--- config.mk ---
export PLATFORM = sky130hd
export DESIGN_NAME = mux2_arbiter
export DESIGN_NICKNAME = d
export VERILOG_FILES = /design/src/rtl/mux2_arbiter.sv
export SDC_FILE = /design/constraint.sdc
export NUM_CORES = 1
export LEC_CHECK = 0
export ABC_AREA = 1
export CELL_PAD_IN_SITES_DETAIL_PLACEMENT = 1
export CELL_PAD_IN_SITES_GLOBAL_PLACEMENT = 1
export CORE_UTILIZATION = 38
export CTS_CLUSTER_DIAMETER = 150
export CTS_CLUSTER_SIZE = 16
export DETAILED_ROUTE_END_ITERATION = 16
export DONT_BUFFER_PORTS = 1
export PLACE_DENSITY_LB_ADDON = 0.1
export SLEW_MARGIN = 15
export SYNTH_ARGS = -nofsm -noshare
export SYNTH_HDL_FRONTEND = slang
export SYNTH_SLANG_ARGS = --single-unit
--- constraint.sdc ---
create_clock -name clk -period 1.6 [get_ports clk]
set_input_delay 0.32 -clock clk [delete_from_list [all_inputs] [get_ports clk]]
set_output_delay 0.32 -clock clk [all_outputs]
set_load 0.01 [all_outputs]
--- src/rtl/mux2_arbiter.sv ---
// mux2_arbiter: round-robin two-requester arbiter driving a 2:1 mux select, with hold-limit preemption and a registered output
module mux2_arbiter #(
  parameter int DATA_W   = 8,
  parameter int HOLD_MAX = 4
) (
  input  logic              clk,
  input  logic              rst_n,
  input  logic              req1,
  input  logic              req2,
  input  logic [DATA_W-1:0] in1,
  input  logic [DATA_W-1:0] in2,
  output logic              gnt1,
  output logic              gnt2,
  output logic              sel,
  output logic [DATA_W-1:0] out_data,
  output logic              out_vld,
  output logic              preempt
);
  localparam int CW = $clog2(HOLD_MAX);
  localparam logic [CW-1:0] HMAX = CW'(HOLD_MAX - 1);
  // one-hot grant encoding so gnt1/gnt2 come straight off flops
  typedef enum logic [1:0] {IDLE = 2'b00, GNT1 = 2'b01, GNT2 = 2'b10} state_t;
  state_t state, state_nx;
  logic last, last_nx;
  logic [CW-1:0] hold_cnt, hold_nx;
  logic pre_nx, at_max, entry;
  assign gnt1 = state[0];
  assign gnt2 = state[1];
  assign sel = state[1];
  assign at_max = hold_cnt == HMAX;
  always_comb begin
    state_nx = state;
    pre_nx = 1'b0;
    case (state)
      IDLE: state_nx = (req1 & req2) ? (last ? GNT1 : GNT2) : req1 ? GNT1 : req2 ? GNT2 : IDLE;
      GNT1: begin
        if (!req1) state_nx = req2 ? GNT2 : IDLE;
        else if (req2 && at_max) begin
          state_nx = GNT2;
          pre_nx = 1'b1;
        end
      end
      GNT2: begin
        if (!req2) state_nx = req1 ? GNT1 : IDLE;
        else if (req1 && at_max) begin
          state_nx = GNT1;
          pre_nx = 1'b1;
        end
      end
      default: state_nx = IDLE;
    endcase
    entry = (state_nx != state) && (state_nx != IDLE);
    hold_nx = (state_nx == state && state != IDLE) ? (at_max ? hold_cnt : hold_cnt + CW'(1)) : '0;
    // last: 1 means requester 2 was the most recent owner
    last_nx = entry ? (state_nx == GNT2) : last;
  end
  always_ff @(posedge clk or negedge rst_n) begin
    if (!rst_n) begin
      state <= IDLE;
      last <= 1'b1;
      hold_cnt <= '0;
      preempt <= 1'b0;
      out_data <= '0;
      out_vld <= 1'b0;
    end else begin
      state <= state_nx;
      last <= last_nx;
      hold_cnt <= hold_nx;
      preempt <= pre_nx;
      out_vld <= (gnt1 & req1) | (gnt2 & req2);
      if ((gnt1 & req1) | (gnt2 & req2)) out_data <= sel ? in2 : in1;
    end
  end
endmodule

==> flow_summary.ini <==
[synthesis]
ys_seq_area_frac = 0.4288
yosysMostFrequentCell = nand2_1
synth_nets = 135
synthFlopType = dfrtp_1
async_flop_share = 1.000
ys_types = 22
synth_common_cells = 35 x nand2_1, 14 x dfrtp_1, 12 x nor2_1
synth-edff-count = 0
syn-mean-instance-area_um2 = 7.985
ys_warn_count = 0
netlist_area_um2 = 878.3
synth_top_area_share = 0.3989
synth.ff_latch_count = 15
netlist.top_cell.by_area = dfrtp_1
yosys-top-cells-area = dfrtp_1 40%, nand2_1 15%, ha_1 7.1%
postSynthCellCount = 110

[setup_path]
r2r_slack_ps = 70
worst_r2r_startpoint = hold_cnt[0]$_DFFE_PN0P_
crit_arrival_ps = 1750
r2r_end = last$_DFFE_PN1P_
crit_chain = ha_2 -> nand2_2 -> nand2_1 -> nor2_1 -> nor2_2 -> nand2_2 -> nand3_1 -> nand2_2 -> nand3_2 -> nand2_1 -> nand2_1 -> nand2_1
critical_path.max_fanout = 4
critPathKind = reg2reg
required_ps = 1830
startpoint_type = register
slowest_stage = dfrtp_1
critPathMaxStageDelay_ps = 400
r2r_cells = 12
crit_start = hold_cnt[0]$_DFFE_PN0P_
cp_common_cell = nand2_1
cp-end-kind = register

[floorplanning]
die-area_um2 = 2508
die_w_um = 50.08
chipHeight_um = 50.08
ios = 33
start_util = 0.4009
core_area_um2 = 2191
rows = 17

[clocking]
cts_tree = built
clock_insertion_delay_worst_skew_ps = 280
root_buffer = clkbuf_4
cts_sinks = 15
clockBufferDepth = 2
clk_pin_slew_worst_paths_ps = 90
htree_levels = 1
cts_buffers = 3

[drt]
wire_per_inst_um = 14.03
viasPerCell = 4.993
via_count = 734
antenna_left = 0
drtIter0Drc = 7
drc = 0
drtPass1Iterations = 4
finalWirelength_um = 2063

[finish]
diodes = 0
drive_above_1_share = 0.3025
nNetsFinal = 145
area_growth_pct = 14.67
final_cells = 147

[placed_design]
port_buffers = 0
dp_hpwl_um = 1593
dp_cells = 138
pre_cts_ws_ps = 5.952
gp_congestion = 0.9012

[pwr]
ir_drop_mv = 0.7747
powerDensity_nw_per_um2 = 1987
leakagePower_nw = 0.4957

[job]
cap_violations = 0

[sta]
slew_headroom = 0.5418
worst_pin_slew_ps = 685.1
timing.final.crit_share = 0.9532
slew_violations = 0
finalSetupViolCount = 0
period_needed_ps = 1525
rsz0062_at_grt = true
finalHoldViolCount = 0
layout_setup_ws_ps = 74.83
finClkSkew_ps = 4.020
max_freq_mhz = 655.7

[global_route]
gr-max-usage-layer = met2
use_met3 = 0.03395
grt_util_met1 = 0.2400
grt_max_degree = 18
grt.overflow.total = 0
grt_use_met2 = 0.2933
grt_pass1_wl_um = 3318
grt_util_all_layers = 0.1792
grt_pass1_vias = 770
antenna_found_initial = 0

[min_path]
min_path_cells = 2
min_to = preempt$_DFF_PN0_
worstHoldStart = req2
hold_class = in2reg

[run_status]
status = finished, final reports clean
-- worst max-delay path by stage --
stage | cells past startpoint | slack, ps | end
floorplan | 17 | -40 | last$_DFFE_PN1P_
finish | 12 | 70 | last$_DFFE_PN1P_
detailed placement | 10 | 6 | hold_cnt[0]$_DFFE_PN0P_
CTS | 10 | 9 | hold_cnt[0]$_DFFE_PN0P_
global route | 12 | -80 | last$_DFFE_PN1P_
global placement | 12 | 70 | last$_DFFE_PN1P_
-- through the flow --
stage	hold WS, ps	cell area, um^2	power [mW]	utilization	TNS, ps
2_1_floorplan	24.41	895.9	1.462	-	-84.74
3_3_place_gp	24.71	922.1	1.635	0.4209	0
3_5_place_dp	24.71	922.1	1.686	0.4209	0
4_1_cts	168.1	962.2	1.918	0.4392	0
5_1_grt	164.8	1007	2.205	0.4597	-193.3
6_report	171.5	1007	2.002	0.4597	0
-- critical path, delay by kind of cell, from the launching register on --
kind,cells,cell delay (ps)
and+or+nand+nor,11,860
DFF,1,400
adders and majority gates,1,220
-- timing repair --
action	in CTS	in global routing
endpoints found under the hold margin	15	0
hold buffers	1	0
endpoints found under the setup margin	3	4
setup buffers	0	4
pin swaps	0	6
gates resized for setup	1	9
-- power by group --
part | total, mW | switching (mW) | internal [mW]
registers | 0.721 | 0.167 | 0.554
logic | 1.07 | 0.624 | 0.442
clock network | 0.215 | 0.122 | 0.0926
-- flip-flops by register name, indices dropped and copies added (netlist names) --
name / cells
preempt: 1
out_vld: 1
last: 1
hold_cnt: 2
state: 2
out_data: 8
-- final cells by class --
cell class | instances | area [um^2]
fillers | 274 | 1184
inverters | 9 | 36.28
multi-input cells | 81 | 452.9
clock inverters | 1 | 5.005
repair buffers | 10 | 77.57
clock buffers | 3 | 22.52
flip-flops and latches | 15 | 377.9
well taps | 28 | 35.03
-- cells in the final DEF (no fill, tap or decap), types with 2 or more instances in the layout --
master    instances
nand2_1          30
dfrtp_1          13
nor2_1           12
nand2_2          10
buf_4             9
a31oi_1           8
nand3_1           7
inv_2             5
inv_1             3
ha_1              3
clkbuf_4          3
nand4_1           2
-- metal layers --
layer	share of wire	vias up
met2	0.52	14
met3	0.034	0
li1	-	367
met5	0	-
met4	0	0
met1	0.45	353
-- logic make-up (layout without fill, tap and decap cells) --
group                      Yosys count  in the layout  synth area share
AOI/OAI and AO/OA                    8              8           0.05698
xor gates and xnor gates             1              1          0.009973
adders and majority gates            5              5           0.07123
buffers and inverters               14             23           0.08688
DFF                                 15             15            0.4288
muxes                                1              1           0.01140
and+or+nand+nor                     66             66            0.3348
(Power assumes the default switching activity.)
